<file path="config.mk">
export PLATFORM = sky130hd
export DESIGN_NAME = load_unit
export DESIGN_NICKNAME = d
export VERILOG_FILES = /design/src/rtl/load_pkg.sv /design/src/rtl/load_align.sv /design/src/rtl/load_unit.sv
export SDC_FILE = /design/constraint.sdc
export NUM_CORES = 1
export LEC_CHECK = 0
export ABC_CLOCK_PERIOD_IN_PS = 3920
export CAP_MARGIN = 5
export CORE_ASPECT_RATIO = 1.25
export CORE_MARGIN = 2
export CORE_UTILIZATION = 30
export DETAILED_ROUTE_END_ITERATION = 8
export PLACE_DENSITY = 0.7
export SLEW_MARGIN = 20
export SYNTH_ARGS = -nofsm -noshare
export SYNTH_HDL_FRONTEND = slang
export SYNTH_SLANG_ARGS = --single-unit
</file>
<file path="constraint.sdc">
create_clock -name clk_i -period 3.92 [get_ports clk_i]
set_clock_uncertainty 0.05 [all_clocks]
set_input_delay 0.784 -clock clk_i [delete_from_list [all_inputs] [get_ports clk_i]]
set_output_delay 0.784 -clock clk_i [all_outputs]
set_load 0.02 [all_outputs]
</file>
<file path="src/rtl/load_pkg.sv">
`timescale 1ns/1ps
// load_pkg: shared definitions for the load unit.
//   - funct3 encodings of the RISC-V style load instructions
//   - exception cause codes reported on exc_cause_o
//   - FSM state type
//   - helpers that classify a funct3 (legality, size mask, alignment)
package load_pkg;

  localparam logic [2:0] F3_LB  = 3'b000;
  localparam logic [2:0] F3_LH  = 3'b001;
  localparam logic [2:0] F3_LW  = 3'b010;
  localparam logic [2:0] F3_LD  = 3'b011;
  localparam logic [2:0] F3_LBU = 3'b100;
  localparam logic [2:0] F3_LHU = 3'b101;
  localparam logic [2:0] F3_LWU = 3'b110;

  localparam logic [1:0] CAUSE_ILLEGAL  = 2'b00;
  localparam logic [1:0] CAUSE_MISALIGN = 2'b01;
  localparam logic [1:0] CAUSE_FAULT    = 2'b10;

  typedef enum logic [2:0] {
    ST_IDLE  = 3'd0,
    ST_REQ   = 3'd1,
    ST_WAIT  = 3'd2,
    ST_DRAIN = 3'd3,
    ST_RESP  = 3'd4
  } load_state_e;

  // LD and LWU only exist on a 64-bit data path.
  function automatic logic f3_legal(input logic [2:0] f3, input int xlen);
    logic ok;
    case (f3)
      F3_LB, F3_LH, F3_LW, F3_LBU, F3_LHU: ok = 1'b1;
      F3_LD, F3_LWU:                       ok = (xlen == 32'sd64);
      default:                             ok = 1'b0;
    endcase
    return ok;
  endfunction

  // Contiguous byte mask of the access width, anchored at lane 0.
  function automatic logic [7:0] f3_byte_mask(input logic [2:0] f3);
    logic [7:0] m;
    case (f3)
      F3_LB, F3_LBU:  m = 8'h01;
      F3_LH, F3_LHU:  m = 8'h03;
      F3_LW, F3_LWU:  m = 8'h0F;
      F3_LD:          m = 8'hFF;
      default:        m = 8'h00;
    endcase
    return m;
  endfunction

  // Natural alignment check on the low address bits.
  function automatic logic f3_misaligned(input logic [2:0] f3, input logic [2:0] addr_lo);
    logic mis;
    case (f3)
      F3_LH, F3_LHU:  mis = addr_lo[0];
      F3_LW, F3_LWU:  mis = (addr_lo[1:0] != 2'b00);
      F3_LD:          mis = (addr_lo != 3'b000);
      default:        mis = 1'b0;
    endcase
    return mis;
  endfunction

endpackage

</file>
<file path="src/rtl/load_align.sv">
`timescale 1ns/1ps
// load_align: combinational lane selection and sign/zero extension of a
// load result.
//   i_rdata  : raw bus word
//   i_funct3 : load type
//   i_off    : byte offset of the accessed lane inside the word
//   o_data   : extended result, XLEN bits
module load_align
  import load_pkg::*;
#(
  parameter int XLEN  = 32,
  parameter int OFF_W = $clog2(XLEN / 8)
) (
  input  logic [XLEN-1:0]  i_rdata,
  input  logic [2:0]       i_funct3,
  input  logic [OFF_W-1:0] i_off,
  output logic [XLEN-1:0]  o_data
);

  logic [XLEN-1:0] w_shifted;

  // Bring the addressed lane down to bit 0.
  assign w_shifted = i_rdata >> {i_off, 3'b000};

  // Extend the selected lane to the full data width.
  always_comb begin
    o_data = '0;
    case (i_funct3)
      F3_LB:   o_data = XLEN'($signed(w_shifted[7:0]));
      F3_LH:   o_data = XLEN'($signed(w_shifted[15:0]));
      F3_LW:   o_data = XLEN'($signed(w_shifted[31:0]));
      F3_LBU:  o_data = XLEN'(w_shifted[7:0]);
      F3_LHU:  o_data = XLEN'(w_shifted[15:0]);
      F3_LWU:  o_data = XLEN'(w_shifted[31:0]);
      F3_LD:   o_data = w_shifted;
      default: o_data = '0;
    endcase
  end

endmodule

</file>
<file path="src/rtl/load_unit.sv">
`timescale 1ns/1ps
// load_unit: issues one aligned memory read per load, extends the result
// and reports illegal / misaligned / bus-fault exceptions.
//   clk_i, rstn_i          : clock, async active-low reset
//   valid_i/funct3_i/addr_i: load request from execute, ready_o accepts it
//   flush_i                : abandons the load in flight
//   mem_req_o/addr_o/be_o  : memory request, held until mem_gnt_i
//   mem_rvalid_i/rdata/err : memory response
//   data_o, valid_o        : load result and one-cycle strobe
//   exc_o, exc_cause_o     : one-cycle exception strobe and its cause
module load_unit
  import load_pkg::*;
#(
  parameter int XLEN   = 32,
  parameter int ADDR_W = 32
) (
  input  logic              clk_i,
  input  logic              rstn_i,
  input  logic              valid_i,
  input  logic [2:0]        funct3_i,
  input  logic [ADDR_W-1:0] addr_i,
  input  logic              flush_i,
  output logic              ready_o,
  output logic              mem_req_o,
  output logic [ADDR_W-1:0] mem_addr_o,
  output logic [XLEN/8-1:0] mem_be_o,
  input  logic              mem_gnt_i,
  input  logic              mem_rvalid_i,
  input  logic [XLEN-1:0]   mem_rdata_i,
  input  logic              mem_err_i,
  output logic [XLEN-1:0]   data_o,
  output logic              valid_o,
  output logic              exc_o,
  output logic [1:0]        exc_cause_o
);

  localparam int NB    = XLEN / 8;
  localparam int OFF_W = $clog2(NB);

  load_state_e       r_state;
  load_state_e       w_state_nxt;

  logic              w_ready;
  logic              w_legal;
  logic              w_misal;
  logic              w_accept;
  logic              w_good;
  logic              w_bad;
  logic              w_capture;
  logic [OFF_W-1:0]  w_off;
  logic [NB-1:0]     w_be;
  logic [ADDR_W-1:0] w_addr_al;
  logic [XLEN-1:0]   w_aligned;

  logic [2:0]        r_f3;
  logic [OFF_W-1:0]  r_off;
  logic [ADDR_W-1:0] r_addr;
  logic [NB-1:0]     r_be;
  logic [XLEN-1:0]   r_data;
  logic [1:0]        r_cause;
  logic              r_err;
  logic              r_exc_now;

  assign w_off     = addr_i[OFF_W-1:0];
  assign w_ready   = (r_state == ST_IDLE) && !flush_i;
  assign w_legal   = f3_legal(funct3_i, XLEN);
  assign w_misal   = f3_misaligned(funct3_i, addr_i[2:0]);
  assign w_accept  = valid_i && w_ready;
  assign w_good    = w_accept && w_legal && !w_misal;
  assign w_bad     = w_accept && !(w_legal && !w_misal);
  assign w_be      = NB'(f3_byte_mask(funct3_i)) << w_off;
  assign w_addr_al = {addr_i[ADDR_W-1:OFF_W], {OFF_W{1'b0}}};
  // Response is only kept when it arrives in WAIT and is not being flushed.
  assign w_capture = (r_state == ST_WAIT) && mem_rvalid_i && !flush_i;

  load_align #(
    .XLEN  (XLEN),
    .OFF_W (OFF_W)
  ) u_align (
    .i_rdata  (mem_rdata_i),
    .i_funct3 (r_f3),
    .i_off    (r_off),
    .o_data   (w_aligned)
  );

  // FSM state register.
  always_ff @(posedge clk_i or negedge rstn_i) begin
    if (!rstn_i) begin
      r_state <= ST_IDLE;
    end else begin
      r_state <= w_state_nxt;
    end
  end

  // FSM next-state logic.
  always_comb begin
    w_state_nxt = r_state;
    case (r_state)
      ST_IDLE: begin
        if (w_good) w_state_nxt = ST_REQ;
        else        w_state_nxt = ST_IDLE;
      end
      ST_REQ: begin
        // Granted in the same cycle as a flush: the read is already on
        // the bus, so its response still has to be swallowed.
        if (mem_gnt_i)    w_state_nxt = flush_i ? ST_DRAIN : ST_WAIT;
        else if (flush_i) w_state_nxt = ST_IDLE;
        else              w_state_nxt = ST_REQ;
      end
      ST_WAIT: begin
        // Response coinciding with a flush is consumed and dropped here.
        if (mem_rvalid_i) w_state_nxt = flush_i ? ST_IDLE : ST_RESP;
        else if (flush_i) w_state_nxt = ST_DRAIN;
        else              w_state_nxt = ST_WAIT;
      end
      ST_DRAIN: begin
        if (mem_rvalid_i) w_state_nxt = ST_IDLE;
        else              w_state_nxt = ST_DRAIN;
      end
      ST_RESP: begin
        w_state_nxt = ST_IDLE;
      end
      default: begin
        w_state_nxt = ST_IDLE;
      end
    endcase
  end

  // Request capture, response capture and exception bookkeeping.
  always_ff @(posedge clk_i or negedge rstn_i) begin
    if (!rstn_i) begin
      r_f3      <= 3'b000;
      r_off     <= '0;
      r_addr    <= '0;
      r_be      <= '0;
      r_data    <= '0;
      r_cause   <= 2'b00;
      r_err     <= 1'b0;
      r_exc_now <= 1'b0;
    end else begin
      r_exc_now <= w_bad;
      if (w_good) begin
        r_f3   <= funct3_i;
        r_off  <= w_off;
        r_addr <= w_addr_al;
        r_be   <= w_be;
      end
      // An illegal funct3 is reported even if the address is also misaligned.
      if (w_bad) begin
        r_cause <= w_legal ? CAUSE_MISALIGN : CAUSE_ILLEGAL;
      end else if (w_capture && mem_err_i) begin
        r_cause <= CAUSE_FAULT;
      end
      if (w_capture) begin
        r_data <= w_aligned;
        r_err  <= mem_err_i;
      end
    end
  end

  assign ready_o     = w_ready;
  assign mem_req_o   = (r_state == ST_REQ);
  assign mem_addr_o  = r_addr;
  assign mem_be_o    = r_be;
  assign data_o      = r_data;
  assign exc_cause_o = r_cause;
  // A flush during RESP must still be able to kill the strobe that cycle.
  assign valid_o     = (r_state == ST_RESP) && !r_err && !flush_i;
  assign exc_o       = r_exc_now || ((r_state == ST_RESP) && r_err && !flush_i);

endmodule

</file>
==> run_results.csv <==
group,metric,value,unit
sta,setup_viol,0,
sta,maxSlewHeadroom,50.3,%
global_route,grt_pass1_vias,3142,
route,drtAntennaViolNets,0,
finish,regArea,1950,sq um
job,cap_violations,0,
logic_synthesis,synth-seq-cells,78,
critical_path,path_max_fanout,5,
critical_path,rr_endpoint,"data_o[31]",
global_route,grt_pass1_wl,16300,um
logic_synthesis,synth_flop_cell,"dfrtp_1",
clock_network,cts_tree,"built",
logic_synthesis,ys_top_cells_by_area,"dfrtp_1 53%, mux2_2 14%, a221o_1 4.3%, mux2i_1 4.3%, nand2_1 2.4%",
pwr,power_density,790,nW/um^2
floorplanning,die_w,103,um
pwr,peakVddDrop,0.390,mV
critical_path,critPathLaunchType,"input pin",
pwr,power.share.clock,18.8,%
pwr,p_sw_share,36.3,%
global_route,grt_overflow,0,
logic_synthesis,synth_edf_count,0,
clock_network,post_cts_buffers,0,
route,drtIter0Drc,94,
critical_path,reg2reg_depth,5,
sta,rsz0062_at_grt,"false",
pwr,p_sw,1.60,mW
clock_network,cts_max_path_buffers,2,
finish,multi_input_area,1600,sq um
placement,portBuffers,145,
clock_network,insertion_delay,0.34,ns
finish,fin_util,46.2,%
critical_path,end_kind,"primary output",
route,totalWireLength,10400,um
clock_network,cts_resized,0,
route,first_pass_iters,4,
placement,place.gp.congestion,0.840,
run_status,status,"completed",
worst_hold_path,hp-class,"input pin to async pin",
global_route,grt_max_degree,79,
critical_path,critical_path.slowest_cell,"clkdlybuf4s50_1",
clock_network,cts_hold_buf,0,
global_route,antenna_found_initial,0,
finish,fill_cells,1163,
route,vias_per_cell,4.82,
sta,tns,0,ns
route,vias,2934,
placement,dp_hpwl,7530,um
floorplanning,core_area,12000,sq um
sta,whs,0.433,ns
logic_synthesis,synthArstFlopShare,100,%
logic_synthesis,yosysTopAreaCell,"dfrtp_1",
global_route,grt_usage,16.2,%
sta,hold_viol,0,
pwr,p_comb_share,48.4,%
finish,drive_above_1_share,18.4,%
logic_synthesis,post-synth-top-count-cell,"dfrtp_1",
logic_synthesis,synthTopCellsByCount,"78 x dfrtp_1, 46 x mux2_2, 24 x nand2_1",
critical_path,crit_required,3.09,ns
logic_synthesis,syn_inst,296,
sta,fin_crit_sh,80.9,%
finish,syn_to_final_growth,51.1,%
finish,n_antenna_cell,0,
pwr,p_leak,2.37,nW
critical_path,r2r_start,"r_state[0]",
sta,report.final.slew_viol_count,0,
logic_synthesis,yosysSeqAreaShare,53.0,%
logic_synthesis,yosys_warnings,0,
sta,worst_pin_slew,0.745,ns
logic_synthesis,syn_area,3690,sq um
critical_path,max_stage_delay,0.60,ns
clock_network,cts_root_buf,"clkbuf_16",
clock_network,clk_pin_slew,0.06,ns
pwr,p_int,2.80,mW
logic_synthesis,synth_cell_types,47,
clock_network,cts_sinks,78,
pwr,p_seq_share,32.8,%
sta,max_freq,0.315,GHz
logic_synthesis,yosysTopAreaCellShare,53.0,%
critical_path,critPathArrivalTime,2.34,ns
route,drc,0,
route,wire_per_inst,17.0,um
logic_synthesis,avgSynthCellArea,12.5,sq um
floorplanning,dieArea,13200,sq um
clock_network,cts_made_buffers,9,
critical_path,critical_path_class,"input pin to primary output",
floorplanning,die_h,128,um
critical_path,r2r_setup_slack,1.83,ns
finish,final_nets,515,
critical_path,cpMostUsedCell,"clkdlybuf4s50_1",
floorplanning,ios,148,
critical_path,path_cells,"clkdlybuf4s50_1, nor2_1, and4bb_2, clkdlybuf4s50_1",
floorplanning,initial_core_util,30.6,%
sta,fin_crit,3.17,ns
clock_network,h-tree-depth,3,
floorplanning,rows,45,
[through the flow]
stage          instance area, sq um  std cells  power (mW)  setup slack (ns)
6_report                       5570        609        4.40             0.748
4_1_cts                        5570        609        4.45             0.755
3_3_place_gp                   5280        594        3.56             0.796
2_1_floorplan                  3690        297        2.61              1.80
3_5_place_dp                   5280        594        3.60             0.756
5_1_grt                        5570        609        4.66             0.707
[registers in the layout, indices dropped and copies added, names as in the netlist]
signal	count
r_state	3
mem_be_o	4
mem_addr_o	30
r_err	1
exc_cause_o	2
r_f3	3
r_exc_now	1
data_o	32
r_off	2
[per-layer routing]
metal	wire length, um	GRT usage, %
met5	0	0
met4	216	7.20
met3	655	3.76
met2	5160	26.7
met1	4320	20.1
[placed cells by master, fill, tap and decap left out, types with 2 or more instances in the layout]
| master | count |
|---|---|
| nand2b_1 | 2 |
| a221o_1 | 16 |
| inv_1 | 2 |
| clkdlybuf4s50_1 | 144 |
| clkinv_2 | 4 |
| dfrtp_1 | 78 |
| mux2i_1 | 16 |
| buf_4 | 8 |
| a31oi_1 | 2 |
| mux2_2 | 46 |
| a21oi_1 | 2 |
| clkbuf_16 | 9 |
| nand2_1 | 24 |
| nand3_1 | 6 |
| nor3_1 | 3 |
| and2_1 | 8 |
| and3_1 | 2 |
| nor2_1 | 14 |
| conb_1 | 2 |
| a22o_1 | 7 |
| o41ai_1 | 2 |
| o31ai_1 | 3 |
| or2_2 | 2 |
| o21ai_0 | 16 |
| nor4_4 | 2 |
[critical path: cells and delay by family]
kind | cells | cell delay (ns)
buf+inv | 2 | 1.14
simple gates | 2 | 0.41
[worst max path at each step]
| stage | start | depth (start not counted) | to |
|---|---|---|---|
| 6_report | flush_i | 4 | valid_o |
| 5_1_grt | flush_i | 4 | valid_o |
| 4_1_cts | flush_i | 4 | valid_o |
| 3_5_place_dp | addr_i[0] | 5 | mem_addr_o[11] |
| 3_3_place_gp | flush_i | 4 | valid_o |
| 2_1_floorplan | flush_i | 5 | data_o[29] |
[logic make-up (layout without fill, tap and decap cells)]
kind of cell | count (synthesis) | after routing | share of synthesized area [%]
multiplexers | 62 | 62 | 18.4
other | 1 | 2 | 0.102
AO/OA/AOI/OAI | 56 | 56 | 12.5
AND/OR/NAND/NOR | 75 | 75 | 11.9
buffers and inverters | 22 | 170 | 3.63
XOR/XNOR | 2 | 2 | 0.475
flip-flops | 78 | 78 | 53.0
[power groups by stage]
stage,sequential (mW),combinational [mW],clock [mW]
finish,1.44,2.13,0.827
global route,1.50,2.27,0.886
CTS,1.45,2.16,0.845
detailed placement,1.45,2.15,0
global placement,1.44,2.12,0
floorplan,1.81,0.792,0
[area by class of cell]
cell class / count / area share (%)
Inverter: 2 / 0.135
Multi-Input combinational cell: 197 / 28.8
Clock buffer: 10 / 4.29
Tap cell: 164 / 3.68
Clock inverter: 5 / 0.898
Sequential cell: 78 / 35.0
Timing Repair Buffer: 153 / 27.2
Power figures use the tool's default switching activity.
